**config.mk**
```make
export PLATFORM = sky130hd
export DESIGN_NAME = instr_issue
export DESIGN_NICKNAME = d
export VERILOG_FILES = /design/src/rtl/cpu_pkg.sv /design/src/rtl/instr_fifo.sv /design/src/rtl/instr_issue.sv
export SDC_FILE = /design/constraint.sdc
export NUM_CORES = 1
export LEC_CHECK = 0
export BUFFER_PORTS_ARGS = -buffer_cell sky130_fd_sc_hd__buf_2
export CAP_MARGIN = 20
export CORE_MARGIN = 2
export CORE_UTILIZATION = 47
export CTS_CLUSTER_DIAMETER = 80
export DETAILED_ROUTE_END_ITERATION = 7
export PLACE_DENSITY = 0.88
export SLEW_MARGIN = 10
export SYNTH_ARGS = -nofsm -noshare
export SYNTH_HDL_FRONTEND = slang
export SYNTH_SLANG_ARGS = --single-unit
export TNS_END_PERCENT = 5
```
**constraint.sdc**
```tcl
create_clock -name clk -period 2 [get_ports clk]
set_input_delay 0.1 -clock clk [delete_from_list [all_inputs] [get_ports clk]]
set_output_delay 0.1 -clock clk [all_outputs]
set_load 0.005 [all_outputs]
```
**src/rtl/cpu_pkg.sv**
```systemverilog
// Shared definitions for the simple datapath CPU front end: opcode and
// ALU operation encodings, instruction field positions, the issue FSM
// state type and small decode helpers.
package cpu_pkg;

  localparam int INSTR_W = 16;

  // Major opcodes recognised by the issue stage
  localparam logic [2:0] OP_MOV = 3'b110;
  localparam logic [2:0] OP_ALU = 3'b101;

  // MOV sub-operations carried in the ALU_op field
  localparam logic [1:0] MOV_REG = 2'b00;
  localparam logic [1:0] MOV_IMM = 2'b10;

  // ALU operation encodings
  typedef enum logic [1:0] {
    ALU_ADD = 2'b00,
    ALU_CMP = 2'b01,
    ALU_AND = 2'b10,
    ALU_MVN = 2'b11
  } alu_op_t;

  // Instruction field bit positions
  localparam int OPC_HI   = 15;
  localparam int OPC_LO   = 13;
  localparam int ALUOP_HI = 12;
  localparam int ALUOP_LO = 11;
  localparam int RN_HI    = 10;
  localparam int RN_LO    = 8;
  localparam int RD_HI    = 7;
  localparam int RD_LO    = 5;
  localparam int SH_HI    = 4;
  localparam int SH_LO    = 3;
  localparam int RM_HI    = 2;
  localparam int RM_LO    = 0;
  localparam int IMM8_HI  = 7;
  localparam int IMM5_HI  = 4;

  // Issue FSM states
  typedef enum logic [1:0] {
    S_IDLE    = 2'b00,
    S_ISSUE   = 2'b01,
    S_WAIT_LO = 2'b10,
    S_WAIT_HI = 2'b11
  } issue_state_t;

  // Only MOV-immediate, MOV-register and every ALU operation can be issued
  function automatic logic is_legal(input logic [2:0] opc, input logic [1:0] alu_op);
    return (opc == OP_ALU) ||
           ((opc == OP_MOV) && ((alu_op == MOV_IMM) || (alu_op == MOV_REG)));
  endfunction

  function automatic logic [15:0] sext8(input logic [7:0] v);
    return {{8{v[7]}}, v};
  endfunction

  function automatic logic [15:0] sext5(input logic [4:0] v);
    return {{11{v[4]}}, v};
  endfunction

endpackage

```
**src/rtl/instr_fifo.sv**
```systemverilog
// Small instruction buffer between the sender and the issue FSM.
// DEPTH must be a power of two (>= 2) so the pointers wrap naturally.
// A push while full is taken only when a pop happens in the same cycle.
module instr_fifo
  import cpu_pkg::*;
#(
  parameter int DEPTH = 2,
  parameter int WIDTH = INSTR_W
) (
  input  logic             clk,
  input  logic             rst,
  input  logic             push,
  input  logic             pop,
  input  logic [WIDTH-1:0] wdata,
  output logic [WIDTH-1:0] rdata,
  output logic             full,
  output logic             empty
);

  localparam int AW = (DEPTH > 1) ? $clog2(DEPTH) : 1;
  localparam int CW = $clog2(DEPTH + 1);

  logic [WIDTH-1:0] mem [DEPTH];
  logic [AW-1:0]    rd_ptr;
  logic [AW-1:0]    wr_ptr;
  logic [CW-1:0]    count;
  logic             do_push;
  logic             do_pop;

  assign full    = (count == CW'(DEPTH));
  assign empty   = (count == '0);
  assign do_pop  = pop && !empty;
  assign do_push = push && (!full || do_pop);
  assign rdata   = mem[rd_ptr];

  // Pointer and occupancy bookkeeping; reset flushes the buffer
  always_ff @(posedge clk) begin
    if (rst) begin
      rd_ptr <= '0;
      wr_ptr <= '0;
      count  <= '0;
    end else begin
      if (do_push) wr_ptr <= wr_ptr + AW'(1);
      if (do_pop)  rd_ptr <= rd_ptr + AW'(1);
      case ({do_push, do_pop})
        2'b10:   count <= count + CW'(1);
        2'b01:   count <= count - CW'(1);
        default: count <= count;
      endcase
    end
  end

  // Storage write; contents need no reset because count guards reads
  always_ff @(posedge clk) begin
    if (do_push) mem[wr_ptr] <= wdata;
  end

endmodule

```
**src/rtl/instr_issue.sv**
```systemverilog
// Instruction issue front end: buffers incoming 16-bit instructions,
// decodes the head entry, pulses start to the controller and retires the
// head once the controller's waiting flag has fallen and risen again.
// Illegal heads are dropped with a one-cycle err_illegal pulse.
// Optional macro ISSUE_TIMEOUT_EN adds a WAIT_LO watchdog with the
// TIMEOUT parameter and an err_timeout output.
module instr_issue
  import cpu_pkg::*;
#(
  parameter int DEPTH = 2
`ifdef ISSUE_TIMEOUT_EN
  ,
  parameter int TIMEOUT = 16
`endif
) (
  input  logic        clk,
  input  logic        rst,
  input  logic        in_valid,
  input  logic [15:0] in_instr,
  output logic        in_ready,
  input  logic        waiting,
  output logic        start,
  output logic [2:0]  opcode,
  output logic [1:0]  ALU_op,
  output logic [1:0]  shift_op,
  output logic [2:0]  rn,
  output logic [2:0]  rd,
  output logic [2:0]  rm,
  output logic [15:0] sximm8,
  output logic [15:0] sximm5,
  output logic        err_illegal,
`ifdef ISSUE_TIMEOUT_EN
  output logic        err_timeout,
`endif
  output logic [7:0]  issued_count
);

  issue_state_t state;
  logic [15:0]  head;
  logic         fifo_full;
  logic         fifo_empty;
  logic         push;
  logic         pop;
  logic         head_legal;

`ifdef ISSUE_TIMEOUT_EN
  localparam int WDW = $clog2(TIMEOUT + 1);
  logic [WDW-1:0] wd_cnt;
  logic           wd_expired;
  // wd_cnt holds the number of cycles since start; it expires one cycle
  // early so err_timeout becomes visible exactly TIMEOUT cycles after start
  assign wd_expired = (wd_cnt == WDW'(TIMEOUT - 1));
`endif

  assign in_ready   = !fifo_full;
  assign push       = in_valid && in_ready;
  assign head_legal = is_legal(head[OPC_HI:OPC_LO], head[ALUOP_HI:ALUOP_LO]);

  instr_fifo #(
    .DEPTH (DEPTH),
    .WIDTH (INSTR_W)
  ) u_fifo (
    .clk   (clk),
    .rst   (rst),
    .push  (push),
    .pop   (pop),
    .wdata (in_instr),
    .rdata (head),
    .full  (fifo_full),
    .empty (fifo_empty)
  );

  // Head removal: drop illegal heads in IDLE, retire on waiting rising in WAIT_HI
  always_comb begin
    pop = 1'b0;
    case (state)
      S_IDLE:    pop = !fifo_empty && !head_legal;
      S_WAIT_HI: pop = waiting;
`ifdef ISSUE_TIMEOUT_EN
      S_WAIT_LO: pop = waiting && wd_expired;
`endif
      default:   pop = 1'b0;
    endcase
  end

  // Issue FSM with registered start, error pulses, decode outputs and counter
  always_ff @(posedge clk) begin
    if (rst) begin
      state        <= S_IDLE;
      start        <= 1'b0;
      err_illegal  <= 1'b0;
      issued_count <= 8'd0;
      opcode       <= 3'd0;
      ALU_op       <= 2'd0;
      shift_op     <= 2'd0;
      rn           <= 3'd0;
      rd           <= 3'd0;
      rm           <= 3'd0;
      sximm8       <= 16'd0;
      sximm5       <= 16'd0;
`ifdef ISSUE_TIMEOUT_EN
      err_timeout  <= 1'b0;
      wd_cnt       <= '0;
`endif
    end else begin
      start       <= 1'b0;
      err_illegal <= 1'b0;
`ifdef ISSUE_TIMEOUT_EN
      err_timeout <= 1'b0;
`endif
      case (state)
        S_IDLE: begin
          if (!fifo_empty) begin
            if (!head_legal) begin
              err_illegal <= 1'b1;
            end else if (waiting) begin
              state    <= S_ISSUE;
              start    <= 1'b1;
              opcode   <= head[OPC_HI:OPC_LO];
              ALU_op   <= head[ALUOP_HI:ALUOP_LO];
              shift_op <= head[SH_HI:SH_LO];
              rn       <= head[RN_HI:RN_LO];
              rd       <= head[RD_HI:RD_LO];
              rm       <= head[RM_HI:RM_LO];
              sximm8   <= sext8(head[IMM8_HI:0]);
              sximm5   <= sext5(head[IMM5_HI:0]);
            end
          end
        end
        S_ISSUE: begin
          state <= S_WAIT_LO;
`ifdef ISSUE_TIMEOUT_EN
          wd_cnt <= WDW'(1);
`endif
        end
        S_WAIT_LO: begin
          if (!waiting) begin
            state <= S_WAIT_HI;
          end
`ifdef ISSUE_TIMEOUT_EN
          else if (wd_expired) begin
            err_timeout <= 1'b1;
            state       <= S_IDLE;
          end else begin
            wd_cnt <= wd_cnt + WDW'(1);
          end
`endif
        end
        S_WAIT_HI: begin
          if (waiting) begin
            issued_count <= issued_count + 8'd1;
            state        <= S_IDLE;
          end
        end
        default: state <= S_IDLE;
      endcase
    end
  end

endmodule
```
Word-level counts from Yosys, hierarchy flattened
Memory sizes are Yosys's and may differ from the RTL's. A register that Yosys moved wholly into a read port is not among the register bits.
Index checks and enable logic that the tools add are counted.
{"block": "word_totals", "register_bits": 45, "mem_bits_rw": 32, "input_bits": 20, "output_inout_bits": 59, "wordCells": 72, "n_memories": 1}
{"name": "u_fifo.mem", "words": 2, "width": 16, "rd": 1, "rd_clocked_by_memory_dff": 1, "write_ports": 1, "line": "instr_fifo.sv:23", "text": "logic [WIDTH-1:0] mem [DEPTH];"}
{"block": "op_classes", "n_addsub": 5, "n_eq_ne": 14, "n_mux": 14, "n_bitwise": 3, "n_reduce_logical": 20}
{"operator": "$eq A2 B2 Y1 const B", "n": 5}
{"operator": "$mux W2", "n": 5}
{"operator": "$ne A2 B2 Y1 const B", "n": 5}
{"operator": "$add A8 B1 Y8 const B", "n": 1}
{"operator": "$pmux W2 S4", "n": 1}
{"operator": "$eq A3 B3 Y1 const B", "n": 2}
{"operator": "$logic_not A2 Y1", "n": 3}
{"operator": "$mux W1", "n": 6}
{"operator": "$logic_and A1 B1 Y1", "n": 5}
{"operator": "$reduce_and A5 Y1", "n": 1}
{"operator": "$eq A2 B1 Y1 const B", "n": 2}
{"operator": "$pmux W2 S2", "n": 1}
{"operator": "$reduce_and A4 Y1", "n": 1}
{"operator": "$reduce_or A4 Y1", "n": 1}
{"operator": "$logic_not A1 Y1", "n": 3}
{"operator": "$logic_or A1 B1 Y1", "n": 3}
{"operator": "$not A1 Y1", "n": 3}
{"operator": "$reduce_or A3 Y1", "n": 1}
{"operator": "$add A1 B1 Y1 const B", "n": 2}
{"operator": "$add A2 B1 Y2 const B", "n": 1}
{"operator": "$pmux W1 S2", "n": 1}
{"operator": "$reduce_and A2 Y1", "n": 1}
{"operator": "$reduce_bool A2 Y1", "n": 1}
{"operator": "$sub A2 B1 Y2 const B", "n": 1}

Logic depth before layout (Yosys ltp)
{"block": "logic_depth", "ltp_word": 12, "depth_mapped": 9, "depth_no_buf": 8}

By module
A second synthesis with hierarchy kept.
{"block": "unflattened", "cells_unflattened": 235, "hier_area_um2": 2832.7}
{"mod": "instr_issue", "n_inst": 1, "cells_each": 155, "area_each_um2": 1428.9, "seq_area_each_um2": 560.5}
{"mod": "instr_fifo", "n_inst": 1, "cells_each": 80, "area_each_um2": 1403.8, "seq_area_each_um2": 1061.0}

Worst setup path before layout
OpenSTA, ideal clock, no wires.
{"block": "synth_timing", "path_kind": "register to register", "start": "register (tool-made name)", "end": "register u_fifo.count[1]", "setup_time_ps": 70, "arrival_time_ps": 2100, "t_required_ps": 1930, "slack_ps": -171, "stages_incl_launch_ff": 9, "n_path_buf": 2, "synth_period_minus_slack_ps": 2171, "cell_sequence": "dfxtp_1 > buf_6 > mux2_4 > o31a_1 > buf_6 > a2111oi_4 > ha_1 > or3_1 > a21oi_1"}
{"element": "end signal: assignment", "line": "instr_fifo.sv:46", "text": "2'b10: count <= count + CW'(1);"}
{"element": "end signal: assignment", "line": "instr_fifo.sv:47", "text": "2'b01: count <= count - CW'(1);"}
{"element": "end signal: assignment", "line": "instr_fifo.sv:48", "text": "default: count <= count;"}
{"element": "end: declaration", "line": "instr_fifo.sv:26", "text": "logic [CW-1:0] count;"}

==> metrics.yaml <==
placed_design:
  dp_hpwl_um: 3730
  place_inst: 355
  dpl_cell_area_um2: 3140
  routabilityCongestion: 0.864
  portBuffers: 78
timing:
  fin_tns_setup_ns: -0.316
  report.final.slew_viol_count: 0
  tightest_slew_ns: 0.363
  finalCritPeriodShare: 1.09
  clock_skew_ns: 0.00589
  period_minus_slack_ns: 2.17
  whs_ns: 0.144
  rsz0062_at_grt: "true"
  max_freq_mhz: 460
  max_slew_margin: 0.758
  hold_violations: 0
  setup_violations: 5
  worst_slack_ns: -0.174
job:
  maxCapViolCount: 0
grt:
  grt_use_total: 0.191
  grt_pass1_wl_um: 9320
  antenna_found_initial: 0
  grt_remaining_overflow: 0
  grt_pass1_vias: 1934
  grt_max_degree: 34
layout:
  num-fill-cells: 420
  mostFrequentLayoutCells: "buf_2 (78), dfxtp_1 (32), edfxtp_1 (32), buf_4 (17)"
  stdcell_count: 394
  num_antenna_cells: 0
  final_area_um2: 3690
  final_common_cell: "buf_2"
  drive_gt1_frac: 0.414
  area_growth_syn_to_layout_pct: 30.4
  nets: 339
die:
  die_area_um2: 6650
  fp.dieW_um: 81.6
  rows: 28
  core_region_area_um2: 5850
  start_util: 0.483
  fp.dieH_um: 81.6
  io_pins: 79
worst_setup_path:
  r2r_setup_slack_ns: -0.17
  rr_worst_depth: 6
  cp-end-kind: "flip-flop"
  r2r_end: "u_fifo.count[1]"
  required_ns: 2.27
  crit_path_max_fanout: 2
  crit-reg2reg-launch: "u_fifo.mem[0][13]"
  cp-start-kind: "flip-flop"
  path_class: "flip-flop to flip-flop"
  arrival_ns: 2.45
logic_synthesis:
  synth_area_um2: 2830
  yosysUniqueCellTypes: 35
  ys_warn_count: 0
  synth_seq_area_share: 0.573
  synth_area_per_cell_um2: 12.2
  synthFlopType: "dfxtp_1"
  synth_edf_count: 32
  syn_inst: 232
  yosys_register_bits: 65
  async_flop_share: 0
  syn_nets: 257
worst_hold_path:
  hold_class: "input pin to flip-flop"
  min_from: "rst"
  min_to: "u_fifo.count[1]"
  min_path_cells: 2
detailed_routing:
  viasPerCell: 5.20
  wire_per_inst_um: 15.9
  firstDrtPassIters: 4
  drt-total-wl_um: 6250
  drc: 0
  drtAntennaViolNets: 0
  drt_iter0_drc: 90
  num_vias: 2048
pwr:
  power.leakage_nw: 1.57
  power_mw: 4.43
  cellPowerDensity_nw_per_um2: 1200
  ir_drop_v: 0.000623
cts:
  clk_pin_slew_ns: 0.07
  htreeDepth: 3
  cts_sinks: 65
  cts_tree: "built"
  numCtsBuffers: 9
  clk_path_buf_depth: 2
  clk_latency_ns: 0.34
  cts_root_buf: "clkbuf_8"
outcome:
  failed_checks: "negative setup slack"
  outcome: "complete, but fails checks"
-- final cells by class --
type	count	area, um^2	share of cell area
clock inverter	6	115	0.0312
sequential	65	1620	0.440
inverter	3	11.3	0.00305
timing repair buffer	117	774	0.210
multi-input combinational	118	942	0.256
clock buffer	10	128	0.0346
tap	75	93.8	0.0254
-- registers in the layout, summed over array words and instances, names as in the netlist, named ones only --
register,cells
u_fifo.count,2
u_fifo.mem,32
sximm8,2
shift_op,1
start,1
u_fifo.rd_ptr,1
state,2
rm,2
ALU_op,2
err_illegal,1
rn,3
u_fifo.wr_ptr,1
issued_count,8
rd,3
opcode,3
-- metal layers --
layer,GRT usage,vias up,wire (um)
li1,-,977,-
met1,0.215,976,2420
met2,0.329,76,3340
met3,0.0418,19,319
met4,0.115,0,165
met5,0,-,0
-- repair_timing --
item / in CTS / in global routing
resized for setup: 9 / 13
gates cloned: 1 / 0
hold buffers: 16 / 0
endpoints found under the setup margin: 3 / 19
endpoints found under the hold margin: 32 / 0
pin swaps: 5 / 14
buffers inserted: 5 / 1
-- worst max path at each step --
stage | to | startpoint | slack [ns] | cells after the start
floorplan | u_fifo.count[1] | flip-flop | -0.17 | 8
global placement | u_fifo.count[1] | u_fifo.mem[1][11] | -0.02 | 6
detailed placement | u_fifo.count[1] | u_fifo.mem[1][11] | -0.15 | 6
CTS | u_fifo.count[1] | u_fifo.mem[0][14] | -0.05 | 6
global route | u_fifo.count[1] | u_fifo.mem[0][13] | -0.27 | 7
finish | u_fifo.count[1] | u_fifo.mem[0][13] | -0.17 | 6
-- per-stage QoR --
step	setup WS (ns)	utilization
finish	-0.174	0.630
global route	-0.273	0.630
CTS	-0.0457	0.623
detailed placement	-0.148	0.536
global placement	-0.0246	0.536
floorplan	-0.171	-
-- report_power, final --
| group | total [mW] | leakage, nW | switching [mW] | internal (mW) |
|---|---|---|---|---|
| combinational | 1.35 | 0.890 | 0.682 | 0.672 |
| clock | 1.35 | 0.117 | 0.513 | 0.835 |
| sequential | 1.73 | 0.567 | 0.119 | 1.61 |
| total | 4.43 | 1.57 | 1.31 | 3.11 |
-- cell usage after synthesis (5+ instances only) --
cell      instances  share of area
mux2i_1          16          0.057
clkbuf_1          6         0.0080
a311oi_1         13          0.040
a21oi_1          17          0.030
dfxtp_1          33           0.23
buf_4            34          0.090
edfxtp_1         32           0.34
xor2_1            8          0.025
nor2_1           16          0.021
ha_1              5          0.022
-- worst max-delay path, cell delays in order, from the launching register on --
cell and delay [ns]:
edfxtp_1 0.43, nor2b_4 0.15, o31a_1 0.32, a2111oi_4 0.41
ha_1 0.31, or3_4 0.38, a21oi_2 0.11
-- cells by family after synthesis --
group / Yosys count / synth area share
and+or+nand+nor: 42 / 0.0757
xor gates and xnor gates: 10 / 0.0310
buffers and inverters: 49 / 0.117
AOI/OAI and AO/OA: 42 / 0.111
muxes: 19 / 0.0699
adders and majority gates: 5 / 0.0221
DFF: 65 / 0.573
(Power assumes the default switching activity.)
